==> src/rtl/branch_pkg.sv <==
// rtl/branch_pkg.sv - MIPS conditional branch type codes and condition helpers
package branch_pkg;

   localparam logic [5:0] BR_BEQ  = 6'b001000;
   localparam logic [5:0] BR_BNE  = 6'b001001;
   localparam logic [5:0] BR_BLEZ = 6'b001010;
   localparam logic [5:0] BR_BGTZ = 6'b001011;
   localparam logic [5:0] BR_BLTZ = 6'b001100;
   localparam logic [5:0] BR_BGEZ = 6'b001101;

   // Operands are sign-extended to this width before evaluation; sign
   // extension preserves both equality and signed ordering of WIDTH-bit values.
   localparam int COND_W = 64;

   function automatic logic is_branch(input logic [5:0] br_type);
      logic w_hit;
      w_hit = 1'b0;
      case (br_type)
         BR_BEQ, BR_BNE, BR_BLEZ, BR_BGTZ, BR_BLTZ, BR_BGEZ: w_hit = 1'b1;
         default:                                            w_hit = 1'b0;
      endcase
      return w_hit;
   endfunction

   function automatic logic cond_eval(input logic [5:0]               br_type,
                                      input logic signed [COND_W-1:0] in1,
                                      input logic signed [COND_W-1:0] in2);
      logic w_cond;
      w_cond = 1'b0;
      case (br_type)
         BR_BEQ:  w_cond = (in1 == in2);
         BR_BNE:  w_cond = (in1 != in2);
         BR_BLEZ: w_cond = (in1 <= 0);
         BR_BGTZ: w_cond = (in1 >  0);
         BR_BLTZ: w_cond = (in1 <  0);
         BR_BGEZ: w_cond = (in1 >= 0);
         default: w_cond = 1'b0;
      endcase
      return w_cond;
   endfunction

endpackage

==> src/rtl/bht_sat_ctr_array.sv <==
// rtl/bht_sat_ctr_array.sv - table of saturating counters, one async read and one sync write port
module bht_sat_ctr_array #(
   parameter int IDX_BITS = 4,
   parameter int CTR_BITS = 2
) (
   input  logic                clk,
   input  logic                rst_n,
   input  logic [IDX_BITS-1:0] i_rd_idx,
   output logic [CTR_BITS-1:0] o_rd_ctr,
   input  logic                i_wr_en,
   input  logic                i_wr_inc,
   input  logic [IDX_BITS-1:0] i_wr_idx
);

   localparam int DEPTH = 2 ** IDX_BITS;
   localparam logic [CTR_BITS-1:0] CTR_INIT = CTR_BITS'((2 ** (CTR_BITS - 1)) - 1);
   localparam logic [CTR_BITS-1:0] CTR_MAX  = '1;

   logic [CTR_BITS-1:0] r_ctr [DEPTH];

   // Read returns the pre-update value when it hits the entry being written.
   assign o_rd_ctr = r_ctr[i_rd_idx];

   always_ff @(posedge clk or negedge rst_n) begin
      if (!rst_n) begin
         for (int i = 0; i < DEPTH; i++) begin
            r_ctr[i] <= CTR_INIT;
         end
      end else if (i_wr_en) begin
         if (i_wr_inc) begin
            if (r_ctr[i_wr_idx] != CTR_MAX) begin
               r_ctr[i_wr_idx] <= r_ctr[i_wr_idx] + CTR_BITS'(1);
            end
         end else if (r_ctr[i_wr_idx] != '0) begin
            r_ctr[i_wr_idx] <= r_ctr[i_wr_idx] - CTR_BITS'(1);
         end
      end
   end

endmodule

==> src/rtl/branch_resolve_bht.sv <==
// rtl/branch_resolve_bht.sv - branch resolution with registered result, BHT training and mispredict count
module branch_resolve_bht
   import branch_pkg::*;
#(
   parameter int WIDTH    = 32,
   parameter int IDX_BITS = 4,
   parameter int CTR_BITS = 2,
   parameter int CNT_BITS = 16
) (
   input  logic                clk,
   input  logic                reset,
   input  logic [31:0]         f_pc,
   output logic                f_pred_taken,
   input  logic                r_valid,
   input  logic [31:0]         r_pc,
   input  logic [5:0]          r_type,
   input  logic [WIDTH-1:0]    r_in1,
   input  logic [WIDTH-1:0]    r_in2,
   input  logic                r_pred,
   input  logic                flush,
   output logic                res_valid,
   output logic                res_taken,
   output logic                res_mispredict,
   output logic [CNT_BITS-1:0] mispredict_cnt
);

   logic signed [COND_W-1:0] w_in1;
   logic signed [COND_W-1:0] w_in2;
   logic                     w_accept;
   logic                     w_cond;
   logic                     w_mis;
   logic [CTR_BITS-1:0]      w_rd_ctr;
   logic                     w_unused_pc_bits;

   logic                     r_out_valid;
   logic                     r_out_taken;
   logic                     r_out_mis;
   logic [CNT_BITS-1:0]      r_mis_cnt;

   assign w_in1    = COND_W'($signed(r_in1));
   assign w_in2    = COND_W'($signed(r_in2));
   assign w_accept = r_valid & ~flush & is_branch(r_type);
   assign w_cond   = cond_eval(r_type, w_in1, w_in2);
   assign w_mis    = w_cond ^ r_pred;

   // Only word-aligned index bits select an entry; the rest alias freely.
   assign w_unused_pc_bits = ^{f_pc[31:IDX_BITS+2], f_pc[1:0],
                               r_pc[31:IDX_BITS+2], r_pc[1:0]};

   bht_sat_ctr_array #(
      .IDX_BITS (IDX_BITS),
      .CTR_BITS (CTR_BITS)
   ) u_bht (
      .clk      (clk),
      .rst_n    (reset),
      .i_rd_idx (f_pc[IDX_BITS+1:2]),
      .o_rd_ctr (w_rd_ctr),
      .i_wr_en  (w_accept),
      .i_wr_inc (w_cond),
      .i_wr_idx (r_pc[IDX_BITS+1:2])
   );

   assign f_pred_taken = w_rd_ctr[CTR_BITS-1];

   always_ff @(posedge clk or negedge reset) begin
      if (!reset) begin
         r_out_valid <= 1'b0;
         r_out_taken <= 1'b0;
         r_out_mis   <= 1'b0;
         r_mis_cnt   <= '0;
      end else begin
         r_out_valid <= w_accept;
         r_out_taken <= w_accept & w_cond;
         r_out_mis   <= w_accept & w_mis;
         if (w_accept && w_mis && (r_mis_cnt != '1)) begin
            r_mis_cnt <= r_mis_cnt + CNT_BITS'(1);
         end
      end
   end

   assign res_valid      = r_out_valid;
   assign res_taken      = r_out_taken;
   assign res_mispredict = r_out_mis;
   assign mispredict_cnt = r_mis_cnt;

endmodule

==> config.mk <==
export PLATFORM = sky130hd
export DESIGN_NAME = branch_resolve_bht
export DESIGN_NICKNAME = d
export VERILOG_FILES = /design/src/rtl/branch_pkg.sv /design/src/rtl/bht_sat_ctr_array.sv /design/src/rtl/branch_resolve_bht.sv
export SDC_FILE = /design/constraint.sdc
export NUM_CORES = 1
export LEC_CHECK = 0
export CAP_MARGIN = 20
export CORE_ASPECT_RATIO = 1.4
export CORE_MARGIN = 2
export CORE_UTILIZATION = 35
export CTS_BUF_LIST = sky130_fd_sc_hd__clkbuf_2 sky130_fd_sc_hd__clkbuf_4 sky130_fd_sc_hd__clkbuf_8
export DETAILED_ROUTE_END_ITERATION = 10
export PLACE_DENSITY = 0.73
export SETUP_SLACK_MARGIN = 0.3
export SLEW_MARGIN = 25
export SYNTH_ARGS = -nofsm -noshare
export SYNTH_HDL_FRONTEND = slang
export SYNTH_SLANG_ARGS = --single-unit
==> constraint.sdc <==
create_clock -name clk -period 6.74 [get_ports clk]
set_clock_uncertainty 0.15 [all_clocks]
set_input_delay 1.348 -clock clk [delete_from_list [all_inputs] [get_ports clk]]
set_output_delay 1.348 -clock clk [all_outputs]
set_load 0.01 [all_outputs]
==> reports/metrics.csv, run 1 <==
metric,value,unit
outcome,finished clean,
"Seq/Total Area, Yosys",36.1,%
Placer Congestion,0.875,
Final ANT Viol Nets,0,
htree depth,2,
Post-CTS Setup Bufs,0,
Buffers & Inverters on Critical Path,2,
all-layer global routing usage,18.9,%
number of port buffers,102,
DP Area,4740,um^2
total gr overflow,0,
Worst setup SP type,input port,
Max Slew Vio Count,0,
FILL cells,906,
die footprint,11100,um^2
Crit path largest cell delay,0.65,ns
final WL,10300,um
Clock Tree Buf Depth,2,
CTS tree,yes,
clk sinks,51,
register bit count reported by yosys,51,
initial DRC count,410,
DP Cell Count,582,
Nets,596,
vias in the first global route,3336,
CP Cell Sequence,clkdlybuf4s50_1 > mux4_2 > mux4_2 > clkdlybuf4s50_1,
Rel. slew slack,45.9,%
Initial Util,36.1,%
Worst VDD drop,0.0000689,V
Final Cell Area,4830,um^2
Area Overhead vs Synth,34.7,%
Tcrit/Tclk final,74.7,%
main area contributors after synthesis,"dfrtp_1, dfstp_2, xnor2_1, mux4_2, mux2_2",
Yosys top cell by area,dfrtp_1,
Unique masters post-synth,51,
Post-Syn Area,3590,um^2
Die Span X,89.6,um
total power,921,uW
"Primary FF master, synth",dfrtp_1,
area share of the largest cell type after synthesis,24.4,%
Critical Path RT,5.24,ns
Top delay family on crit path,buffers and inverters,
layout cells sized above 1,16.3,%
PostCTS Resize Cnt,0,
Crit Path Max Fanout,4,
Post-synth ARST share,100,%
Worst-Margin Slew,0.809,ns
Via Count,3357,
Finished Layout Cells,590,
Max Cap Viol,0,
row count,43,
total CTS buffers,5,
Leak,0.00180,uW
Crit. End Element,output pin,
"Slowest-stage cell, CP",clkdlybuf4s50_1,
Hold Crit Class,reg2reg,
final setup fails,0,
drt drc,0,
number of synthesized flops with an enable pin,0,
hold_buf cts,0,
Clock Tree Root,clkbuf_8,
average cell area after synthesis,10.1,um^2
first drt pass iteration count,5,
routed vias/inst,5.69,
CP arrival,3.54,ns
Sum Neg Setup Slack,0,ns
min Tclk post-route,5.04,ns
average wire per standard cell,17.5,um
Skew-Pair Late Insertion Delay,0.32,ns
initial antenna violation count,0,
CP Class,in2out,
achievable clock frequency,199,MHz
antenna cell count,0,
fin util,48.5,%
Power Density,191,nW/um^2
Core ar.,9950,um^2
die height,124,um
hpwl dp,8020,um
Ys Warns,0,
pin count of the biggest net entering global routing,52,
Clock Pin Slew Worst Setup and Hold Paths,0.08,ns
num ports,159,
Mapped Cells,357,
RSZ-0062 raised after global routing,false,
syn nets,499,
first-pass GRT wire length,16100,um
Fin. Hold Viols,0,
[power by group]
part	switching (uW)	internal [uW]	leakage [uW]
sequential	47.9	355	0.000629
clock	96.8	86.0	0.0000498
combinational	156	178	0.00112
total	301	620	0.00180
[worst paths after layout]
check                                       start           endpoint  slack [ns]  cells after the start
worst max-delay path                      f_pc[2]       f_pred_taken        1.70                      4
worst min-delay path            mispredict_cnt[6]  mispredict_cnt[6]        0.34                      1
worst max register to register               flop               flop        3.55                     10
worst min register to register  mispredict_cnt[6]  mispredict_cnt[6]        0.34                      1
max in group asynchronous                   reset    u_bht.r_ctr[11]        5.03                      2
min in group asynchronous                   reset  mispredict_cnt[6]        0.98                      2
[final cells by class]
cell class / count / area (um^2) / share of cell area, %
well taps: 135 / 169 / 3.50
flip-flops and latches: 51 / 1300 / 26.8
repair buffers: 106 / 1050 / 21.6
multi-input cells: 283 / 2200 / 45.6
clock buffers: 8 / 91.3 / 1.89
inverters: 7 / 26.3 / 0.544
[metal layers]
layer | wire (um) | track usage, %
met3 | 775 | 3.84
met1 | 3650 | 20.0
met5 | 0 | 0
met4 | 339 | 9.79
met2 | 5570 | 34.4
[worst reg2reg max path, cell delays in order (launching register included)]
cell and delay, ns:
dfstp_2 0.37, mux4_2 0.47, mux2_2 0.27, o21ai_1 0.11
buf_4 0.23, inv_1 0.07, ha_1 0.20, nand2b_1 0.24
or3_1 0.44, a21oi_1 0.23, mux2_1 0.34
[Yosys cell counts (6+ instances only)]
cell / count
nand2_1: 12
xnor2_1: 38
nor3_1: 31
inv_1: 6
nand3_1: 12
a21oi_1: 19
clkbuf_1: 13
dfrtp_1: 35
nand4_1: 17
a211oi_1: 14
mux2_2: 16
dfstp_2: 16
o22ai_1: 14
mux4_2: 14
nand2b_1: 6
nor2_1: 12
nor4_1: 9
xor2_1: 8
and3_1: 6
[layout by cell type, fill, tap and decap left out, types with 2 or more instances in the layout]
cell type        instances
ha_1                     3
nor4_2                   2
o21ba_2                  2
dfstp_2                 16
nand3_1                 12
nand2_1                 12
o21ai_0                  4
a211oi_1                14
nand2b_1                 6
or2_2                    2
or4_1                    3
xnor2_1                 38
inv_1                    6
mux2_1                   4
mux2_2                  16
nor3_2                   2
nor4_1                   9
mux4_2                  14
a21oi_1                 19
o21bai_1                 2
dfrtp_1                 35
clkbuf_8                 5
nor3_1                  31
o211a_1                  2
clkbuf_4                 3
and3_1                   6
o22ai_1                 14
xor2_1                   8
o22a_1                   2
buf_4                    4
a31oi_1                  4
or3_1                    2
nand4_1                 17
nor2_1                  12
mux2i_1                  2
nor2b_1                  5
clkdlybuf4s50_1        101
[metrics by stage]
| stage | hold slack (ns) | setup slack [ns] |
|---|---|---|
| 6_report | 0.338 | 1.70 |
| 3_3_place_gp | 0.323 | 1.49 |
| 4_1_cts | 0.340 | 1.68 |
| 5_1_grt | 0.356 | 1.54 |
| 2_1_floorplan | 0.365 | 2.14 |
| 3_5_place_dp | 0.323 | 1.43 |
[logic make-up (layout without fill, tap and decap cells)]
group | Yosys count | count (layout) | synth area share (%)
AO/OA/AOI/OAI | 69 | 69 | 12.8
XOR/XNOR | 46 | 46 | 11.2
adder cells (fa/ha/maj) | 3 | 3 | 1.05
buffers and inverters | 23 | 121 | 2.48
flip-flops | 51 | 51 | 36.1
multiplexers | 36 | 36 | 15.6
AND/OR/NAND/NOR | 129 | 129 | 20.7
(Power assumes the default switching activity.)
==> run 2: changes to the inputs <==
--- a/config.mk
+++ b/config.mk
@@ -11,7 +11,7 @@
 export CORE_UTILIZATION = 35
 export CTS_BUF_LIST = sky130_fd_sc_hd__clkbuf_2 sky130_fd_sc_hd__clkbuf_4 sky130_fd_sc_hd__clkbuf_8
 export DETAILED_ROUTE_END_ITERATION = 10
-export PLACE_DENSITY = 0.73
+export PLACE_DENSITY = 0.76
 export SETUP_SLACK_MARGIN = 0.3
 export SLEW_MARGIN = 25
 export SYNTH_ARGS = -nofsm -noshare
==> constraint.sdc (replaced) <==
create_clock -name clk -period 4.4 [get_ports clk]
set_clock_uncertainty 0.15 [all_clocks]
set_input_delay 0.88 -clock clk [delete_from_list [all_inputs] [get_ports clk]]
set_output_delay 0.88 -clock clk [all_outputs]
set_load 0.01 [all_outputs]
==> reports/metrics.csv, run 2 (synthesized netlist as in run 1, its figures left out) <==
metric,value,unit
outcome,finished clean,
all-layer global routing usage,18.1,%
num ports,159,
antenna cell count,0,
number of port buffers,102,
pin count of the biggest net entering global routing,29,
Skew-Pair Late Insertion Delay,0.32,ns
achievable clock frequency,254,MHz
Crit. End Element,flop,
final WL,10400,um
clk sinks,51,
Leak,0.00184,uW
Internal,933,uW
htree depth,2,
RSZ-0062 raised after global routing,true,
Final Cell Area,4900,um^2
final setup fails,0,
Area Overhead vs Synth,36.5,%
Critical Path RT,4.51,ns
fin util,49.2,%
Rel. slew slack,60.8,%
final worst setup slack,0.469,ns
Clock Tree Root,clkbuf_8,
Initial Util,36.1,%
average wire per standard cell,17.4,um
Crit path largest cell delay,0.50,ns
Hold Crit Class,reg2reg,
pre-CTS WS,0.149,ns
Power Density,287,nW/um^2
Max Cap Viol,0,
CTS tree,yes,
DP Area,4790,um^2
Clk pwr share,19.6,%
Fin. Hold Viols,0,
"Top cell by count, worst path",mux2_2,
Worst setup SP type,input port,
Tcrit/Tclk final,89.3,%
min Tclk post-route,3.93,ns
die height,124,um
Switching Power,476,uW
CP Class,in2reg,
CP arrival,4.04,ns
row count,43,
Clock Pin Slew Worst Setup and Hold Paths,0.10,ns
Final ANT Viol Nets,0,
drt drc,0,
Nets,601,
first-pass GRT wire length,15500,um
Via Count,3409,
first drt pass iteration count,4,
Comb pwr share,36.7,%
Worst-Margin Slew,0.589,ns
total CTS buffers,5,
Placer Congestion,0.819,
Core ar.,9950,um^2
FILL cells,916,
initial DRC count,273,
Clock Tree Buf Depth,2,
"Slowest-stage cell, CP",clkdlybuf4s50_1,
register share of total power,43.7,%
Die Span X,89.6,um
total gr overflow,0,
hpwl dp,8050,um
routed vias/inst,5.73,
Sum Neg Setup Slack,0,ns
switch share,33.8,%
Buffers & Inverters on Critical Path,3,
initial antenna violation count,0,
Worst VDD drop,0.000142,V
Max Slew Vio Count,0,
Top delay family on crit path,multiplexers,
vias in the first global route,3320,
CP Cell Sequence,clkdlybuf4s50_1 > buf_12 > mux4_2 > mux2_2 > o21ai_1 > inv_1 > ha_1 > nor2_1 > nand3_1 > a21oi_1 > mux2_2,
"commonest non-fill, non-tap cell in the layout",clkdlybuf4s50_1,
die footprint,11100,um^2
layout cells sized above 1,17.6,%
Crit Path Max Fanout,19,
"commonest cells after routing, fill and taps aside","clkdlybuf4s50_1, xnor2_1, dfrtp_1",
==> run 2: changes by cell type in the layout (fill, tap and decap cells not counted), sizes merged <==
| cell | change |
|---|---|
| clkdlybuf4s50 | -1 |
| clkinv | +1 |
| clkbuf | -3 |
| dlymetal6s2s | +1 |
| buf | +5 |
| clkinvlp | +2 |
==> run 2: routing by layer <==
metal	wire, um	GRT usage [%]	share of wire, %	vias up
li1	-	-	-	1571
met1	3680	19.1	36	1644
met4	320	7.84	3.1	0
met2	5430	33.6	52	171
met5	0	0	0	-
met3	931	3.58	9.0	23
==> run 2: worst reg2reg max path, stage by stage (launching register included) <==
cell     delay, ns
dfrtp_1       0.43
mux4_2        0.49
mux4_2        0.51
ha_1          0.21
nor2_1        0.26
nand3_1       0.32
a21oi_1       0.25
mux2_2        0.35
==> run 2: layout make-up <==
cell class,instances,area [um^2],area share [%]
sequential,51,1300,26.5
tap,135,169,3.45
inverter,7,26.3,0.536
clock buffer,5,68.8,1.40
clock inverter,3,20.0,0.409
timing repair buffer,111,1100,22.4
multi-input combinational,283,2220,45.3
==> run 2: worst paths after layout <==
| kind | start | to | slack, ns | cells past startpoint |
|---|---|---|---|---|
| worst max-delay path | r_pc[2] | flop | 0.47 | 11 |
| worst min-delay path | mispredict_cnt[6] | mispredict_cnt[6] | 0.34 | 1 |
| worst max register to register | u_bht.r_ctr[1] | flop | 1.36 | 7 |
| worst min register to register | mispredict_cnt[6] | mispredict_cnt[6] | 0.34 | 1 |
| max in group asynchronous | reset | asynchronous set/reset pin | 2.90 | 2 |
| min in group asynchronous | reset | u_bht.r_ctr[21] | 0.39 | 1 |
==> run 2: timing repair <==
item	4_1_cts	5_1_grt
setup endpoints to repair	0	6
buffers inserted	0	0
resized for setup	0	4
hold buffers	0	0
==> run 2: stage by stage <==
stage | instances | power [uW] | hold slack [ns]
after global routing | 595 | 1480 | 0.375
after global placement | 587 | 1110 | 0.326
final | 595 | 1410 | 0.340
after floorplan | 357 | 922 | 0.365
after CTS | 595 | 1410 | 0.348
after detailed placement | 587 | 1130 | 0.330
==> run 2: power by group through the flow <==
stage	Sequential (uW)	Clock [uW]	Combinational [uW]
6_report	615	276	517
5_1_grt	624	297	557
4_1_cts	614	282	513
3_5_place_dp	623	0	511
3_3_place_gp	616	0	498
2_1_floorplan	604	0	319
